### src/rtl/tdm_demux_1_4.sv
// tdm_demux_1_4: 1:4 serial TDM demultiplexer with frame alignment
// Ports:
//   clk        system clock, rising edge
//   rst        asynchronous active-high reset
//   en         slot strobe, one slot consumed per enabled edge
//   frame      start-of-frame marker (qualified by en), marks d as slot 0
//   d          serial TDM data
//   slot       index of the slot the next strobe captures
//   q          slots 0..3 of the last complete frame
//   q_valid    one-cycle pulse when q updates
//   sync       high while frame alignment is locked
//   frame_err  sticky misaligned-marker flag
module tdm_demux_1_4 (
   input  logic       clk,
   input  logic       rst,
   input  logic       en,
   input  logic       frame,
   input  logic       d,
   output logic [1:0] slot,
   output logic [3:0] q,
   output logic       q_valid,
   output logic       sync,
   output logic       frame_err
);
   localparam logic [0:0] HUNT = 1'b0;
   localparam logic [0:0] LOCK = 1'b1;
   logic [0:0] state_q, state_d;
   logic [1:0] slot_q, slot_d;
   logic [2:0] sh_q, sh_d;
   logic [3:0] q_q, q_d;
   logic       qv_q, qv_d;
   logic       err_q, err_d;
   always_comb begin
      state_d = state_q;
      slot_d  = slot_q;
      sh_d    = sh_q;
      q_d     = q_q;
      qv_d    = 1'b0;
      err_d   = err_q;
      if (en) begin
         if (state_q == HUNT) begin
            if (frame) begin
               sh_d[0] = d;
               slot_d  = 2'd1;
               state_d = LOCK;
            end
         end else if (frame && slot_q != 2'd0) begin
            // a marker mid-frame restarts the frame; resync beats completion at slot 3
            err_d   = 1'b1;
            sh_d[0] = d;
            slot_d  = 2'd1;
         end else if (slot_q == 2'd3) begin
            q_d    = {d, sh_q};
            slot_d = 2'd0;
            qv_d   = 1'b1;
         end else begin
            sh_d[slot_q] = d;
            slot_d       = slot_q + 2'd1;
         end
      end
   end
   always_ff @(posedge clk or posedge rst) begin
      if (rst) begin
         state_q <= HUNT;
         slot_q  <= 2'd0;
         sh_q    <= 3'd0;
         q_q     <= 4'd0;
         qv_q    <= 1'b0;
         err_q   <= 1'b0;
      end else begin
         state_q <= state_d;
         slot_q  <= slot_d;
         sh_q    <= sh_d;
         q_q     <= q_d;
         qv_q    <= qv_d;
         err_q   <= err_d;
      end
   end
   assign slot      = slot_q;
   assign q         = q_q;
   assign q_valid   = qv_q;
   assign sync      = (state_q == LOCK);
   assign frame_err = err_q;
endmodule

### config.mk
export PLATFORM = sky130hd
export DESIGN_NAME = tdm_demux_1_4
export DESIGN_NICKNAME = d
export VERILOG_FILES = /design/src/rtl/tdm_demux_1_4.sv
export SDC_FILE = /design/constraint.sdc
export NUM_CORES = 1
export LEC_CHECK = 0
export ABC_AREA = 1
export CORE_MARGIN = 2
export CORE_UTILIZATION = 37
export DETAILED_ROUTE_END_ITERATION = 12
export GPL_TIMING_DRIVEN = 0
export PLACE_DENSITY = 0.76
export SYNTH_ARGS = -nofsm -noshare
export SYNTH_HDL_FRONTEND = slang
export SYNTH_SLANG_ARGS = --single-unit
### constraint.sdc
create_clock -name clk -period 1.1 [get_ports clk]
set_input_delay 0.165 -clock clk [delete_from_list [all_inputs] [get_ports clk]]
set_output_delay 0.165 -clock clk [all_outputs]
set_load 0.05 [all_outputs]
Yosys cells after proc, flatten, opt, wreduce, memory -nomap -nowiden
Index checks and enable logic that the tools add are counted.

Register bits: 12. Output and inout bits: 9. Word-level logic and storage cells: 40.

Add/subtract/negate cells: 1. Magnitude comparators: 2. Eq/ne operators: 2. Multiplexer cells: 17. Bitwise operators: 2. Reduce and logical (&&, ||, !) cells: 9.

Operators with widths (number): 2-to-1 mux 1 bit (11); 2-to-1 mux 2 bit (4); AND reduction 4 bit (2); AND reduction 3 bit (2); nonzero test 2 bit (2); bitwise mux 3 bit (1); less-than comparator 2 x 3 -> 1 bit, second input constant (1); != test 3 bit, second input constant (1); adder 2 x 1 -> 2 bit, second input constant (1); demux 1 bit (select 2 bit) (1); == test 2 bit, second input constant (1); >= comparator 2 x 1 -> 1 bit, second input constant (1); logical AND 1 bit (2); NOT 1 bit (2); AND reduction 2 bit (1).

Longest topological paths before layout
Depth in word-level cells: 8. Mapped depth: 9. Mapped depth without buffers: 9.

Least setup slack after synthesis
OpenSTA, ideal clock, no wires.

Kind: register -> register. Start point: register slot_q[0], in the netlist slot[0]. End point: register sh_q[0]. Library setup time: 0.065 ns. Data arrival time: 1.574 ns. Slack: -0.539 ns. Stages on the path, launching flop included: 10. Path buffers: 0. Path through: dfrtp_1 inv_1 ha_1 inv_1 nand2_1 nand3_1 nand2_1 nor2_1 nand2_1 nand2_1.

Cells in the longest elaborated chain, start to end: 8. Elaborated cells between the ends (all ways): 14. Classes of those cells: order compare (2); eq/ne (2); mux (6); reduce/logical (4).

RTL lines: start: declaration (RTL line 28) `logic [1:0] slot_q, slot_d;`; start signal: assignment (RTL line 72) `slot_q <= slot_d;`; less-than comparator 2 x 3 -> 1 bit (not written as such) or >= comparator 2 x 1 -> 1 bit (tied branches) (RTL line 57) `sh_d[slot_q] = d;`; logical AND 1 bit (not written as such) (RTL line 57); 2-to-1 mux 1 bit (not written as such) (RTL line 57); demux 1 bit (select 2 bit) (RTL line 57); bitwise mux 3 bit (RTL line 57); 2-to-1 mux 1 bit (RTL line 52) `end else if (slot_q == 2'd3) begin`; 2-to-1 mux 1 bit (RTL line 47) `end else if (frame && slot_q != 2'd0) begin`; 2-to-1 mux 1 bit (RTL line 41) `if (state_q == HUNT) begin`; end signal: assignment (RTL line 66) `sh_q <= 3'd0;`; end signal: assignment (RTL line 73) `sh_q <= sh_d;`; end: declaration (RTL line 29) `logic [2:0] sh_q, sh_d;`.

Parallel ways exist; a longest one is shown, timed or not. The select of a mux whose other input is x is not followed. A chain may end at the register's enable or synchronous reset.

Worst setup path in the final report
Start point: register slot_q[1], in the netlist slot[1]. End point: register q_q[3], in the netlist q[3].

Cells in the longest elaborated chain, start to end: 4. Elaborated cells between the ends (all ways): 5. Classes of those cells: eq/ne (1); bitwise (1); reduce/logical (3).

RTL lines: nonzero test 2 bit (RTL line 47); logical AND 1 bit (RTL line 47); NOT 1 bit (no source line); AND reduction 4 bit (no source line) *; end signal: assignment (RTL line 74) `q_q <= q_d;`; end: declaration (RTL line 30) `logic [3:0] q_q, q_d;`.

Every way passes the cells marked *; elsewhere a longest branch is shown, timed or not.

==> impl_metrics.tcl <==
set metrics [dict create \
    drt_iter0_drc 9 \
    grt_pass1_wl_um 1840 \
    antenna_found_initial 0 \
    synth_adder_area_share_pct 8.55 \
    synth_compound_gate_area_share_pct 10.3 \
    synth_xor_xnor_area_share_pct 0 \
    post_synthesis_to_final_layout_area_growth_pct 51.5 \
    max_slew_margin_pct 70.5 \
    setup-violations-final 12 \
    gr-usage-met3_pct 4.17 \
    area_of_placed_instances_um2 757 \
    regToRegEndpoint "q[3]" \
    worst_ep_arrival_time_ps 1430 \
    vdd_drop_max_mv 1.65 \
    route.vias.total 518 \
    mappedNetlistArea_um2 586 \
    critPathCapture "q[3]" \
    final_layout_size_suffix_gt1_share_pct 47.8 \
    critPathLaunchType "flop" \
    synth-seq-cells 12 \
    rrSetupSlack_ps -170 \
    grt_pass1_vias 460 \
    vias_per_cell 4.80 \
    status "finished, violations left" \
    grt_overflow 0 \
    avgRoutedWirePerCell_um 11.5 \
    power.static_leakage_nw 0.462 \
    finish.instance_area_um2 887 \
    grt_use_met1_pct 15.7 \
    worst_slack_ps -172 \
    fillerInstances 122 \
    violations "setup timing" \
    yosys-mux-area-fraction_pct 0 \
    pwr_density_cell_nw_per_um2 2800 \
    clock_skew_ps 3.03 \
    die-height_um 43.8 \
    tritoncts_clock_tree "yes" \
    combinational_family_with_the_most_area_after_synthesis "simple AND/OR/NAND/NOR gates" \
    dp_hpwl_um 819 \
    setup.worst_path.start "slot[1]" \
    top_usage_layer_grt "met2" \
    timing.final.crit_share_pct 116 \
    worstRegToRegCells 7 \
    fmax_ghz 0.786 \
    ctsLongestPathBuffers 2 \
    top_delay_family_on_crit_path "flip-flops" \
    synth_fp_nets 74 \
    holdCritPathClass "input port to asynchronous set/reset pin" \
    timing.critical_path.required_ps 1260 \
    clock_tree.root_cell "sky130_fd_sc_hd__clkbuf_4" \
    finalHoldViolCount 0 \
    ys_seq_area_share_pct 51.3 \
    firstDrtPassIters 4 \
    grt_util_met2_pct 22.1 \
    die_width_um 43.8 \
    detail_route.wirelength_um 1250 \
    die_area_um2 1920 \
    placedCellCount 94 \
    placeableCoreArea_um2 1490 \
    worst_path_largest_cell_delay_ps 430 \
    worst-path-buf-inv 2 \
    design.final.nets 102 \
    h_tree_depth 1 \
    worstPathMaxFanout 6 \
    clkTransAtPathRegs_ps 80 \
    cts_inserted_buffers 3 \
    list_of_cells_traversed_by_the_critical_path "inv_2 > ha_4 > inv_4 > a21oi_4 > nand2_4 > nand2_2 > o21ai_2" \
    placementRows 14 \
    rr_startpoint "slot[1]" \
    route.detailed.drc 0 \
    io_buffer_count 13 \
    path_depth 7 \
    postRouteAntennaNets 0 \
    worst_pin_slew_ps 442 \
    boundaryPins 14 \
    routabilityCongestion 0.767 \
    cts.hold.buffers_added 0 \
    final.min_clock_period_ps 1270 \
    netlist_instances 65 \
    grt_use_total_pct 13.3 \
    yosys_warning_count 0 \
    largest_net_degree_at_the_start_of_global_routing 13 \
    instances_no_fill 108 \
    clk_lat_worst_skew_ps 270 \
    max_cap_check_violation_count 0 \
    synth.distinct_cells 16 \
    n_antenna_cell 0 \
    endpoint_kind "flop" \
    grt_setup_unrepaired "yes" \
    critical_path.slowest_cell "sky130_fd_sc_hd__dfrtp_2" \
    post_synth.cell_area_avg_um2 9.01 \
    timing_max_transition_violations_final 0 \
    criticalPathCategory "flop to flop" \
    initial_util_pct 39.3 \
    clock-sinks 12 \
    synth_simple_gate_area_share_pct 22.6 \
]
## per-layer routing
metal | vias to the layer above | share of wire [%]
met5 | - | 0
met1 | 243 | 40
li1 | 259 | -
met4 | 0 | 0
met3 | 0 | 6.1
met2 | 16 | 54
## worst min-delay path by stage
stage,startpoint,endpoint,slack [ps],cells past startpoint
after floorplan,rst,frame_err,30,1
after global placement,q[2],q[2],450,2
after detailed placement,q[2],q[2],460,2
after CTS,rst,sh_q[2],200,2
after global routing,rst,sh_q[2],240,2
final,rst,sh_q[2],190,2
## worst register-to-register path, stage by stage, from the launching register on
cell and delay, ps:
sky130_fd_sc_hd__dfrtp_2 430, sky130_fd_sc_hd__inv_2 90, sky130_fd_sc_hd__ha_4 140, sky130_fd_sc_hd__inv_4 40
sky130_fd_sc_hd__a21oi_4 220, sky130_fd_sc_hd__nand2_4 120, sky130_fd_sc_hd__nand2_2 80, sky130_fd_sc_hd__o21ai_2 40
## cell families (layout without fill, tap and decap cells)
family	Yosys count	count (layout)
AND/OR/NAND/NOR	31	31
adder cells (fa/ha/maj)	4	4
buffers and inverters	10	37
flip-flops	12	12
AO/OA/AOI/OAI	8	8
## through the flow
stage	utilization (%)	power (W)	setup TNS (ps)	hold slack, ps	setup WS (ps)
3_3_place_gp	50.8	0.00183	-3500	453	-292
2_1_floorplan	-	0.00154	-1900	29.5	-223
6_report	59.6	0.00248	-1480	192	-172
5_1_grt	59.6	0.00265	-2230	237	-244
3_5_place_dp	50.8	0.00187	-3740	459	-297
4_1_cts	53.2	0.00226	-1240	204	-160
## report_power, final
part	switching, W	leakage (nW)	internal, W
Sequential	0.000111	0.143	0.000606
Clock	0.000144	0.0210	0.000201
Combinational	0.000847	0.299	0.000577
## cells in the final DEF (no fill, tap or decap), types with 2 or more instances in the layout
cell type | netlist | routed
sky130_fd_sc_hd__buf_6 | 0 | 3
sky130_fd_sc_hd__buf_2 | 0 | 4
sky130_fd_sc_hd__ha_1 | 4 | 2
sky130_fd_sc_hd__nand2_2 | 1 | 5
sky130_fd_sc_hd__nand2_1 | 22 | 18
sky130_fd_sc_hd__nor2_1 | 2 | 2
sky130_fd_sc_hd__clkbuf_4 | 0 | 5
sky130_fd_sc_hd__inv_4 | 0 | 2
sky130_fd_sc_hd__clkdlybuf4s50_1 | 0 | 4
sky130_fd_sc_hd__buf_4 | 0 | 9
sky130_fd_sc_hd__nand3_2 | 0 | 4
sky130_fd_sc_hd__dfrtp_1 | 12 | 9
sky130_fd_sc_hd__inv_1 | 9 | 6
sky130_fd_sc_hd__o21ai_1 | 2 | 3
sky130_fd_sc_hd__dfrtp_2 | 0 | 3
## layout make-up
class / count / area [um^2] / share of cell area [%]
well taps: 16 / 20.0 / 2.26
multi-input cells: 43 / 288 / 32.4
flip-flops and latches: 12 / 304 / 34.3
clock buffers: 4 / 36.3 / 4.09
repair buffers: 23 / 191 / 21.6
inverters: 10 / 47.5 / 5.36
## Yosys cell counts (all sizes together)
cell type | instances | area, um^2
dfrtp | 12 | 300
nand3 | 5 | 25.0
o21bai | 1 | 7.51
nand2 | 24 | 100
inv | 9 | 33.8
clkinv | 1 | 8.76
a21oi | 1 | 16.3
nor2 | 2 | 7.51
o21ai | 4 | 23.8
o22ai | 1 | 6.26
ha | 4 | 50.1
a31oi | 1 | 6.26
## registers in the layout, indices dropped and copies added (netlist names)
signal and count:
sync 1, frame_err 1, q_valid 1, slot 2
sh_q 3, q 4
## what timing repair did
action	CTS	global route
setup buffers	2	8
gates resized for setup	54	13
pin swaps	1	3
setup endpoints to repair	19	14
(Power assumes the default switching activity.)
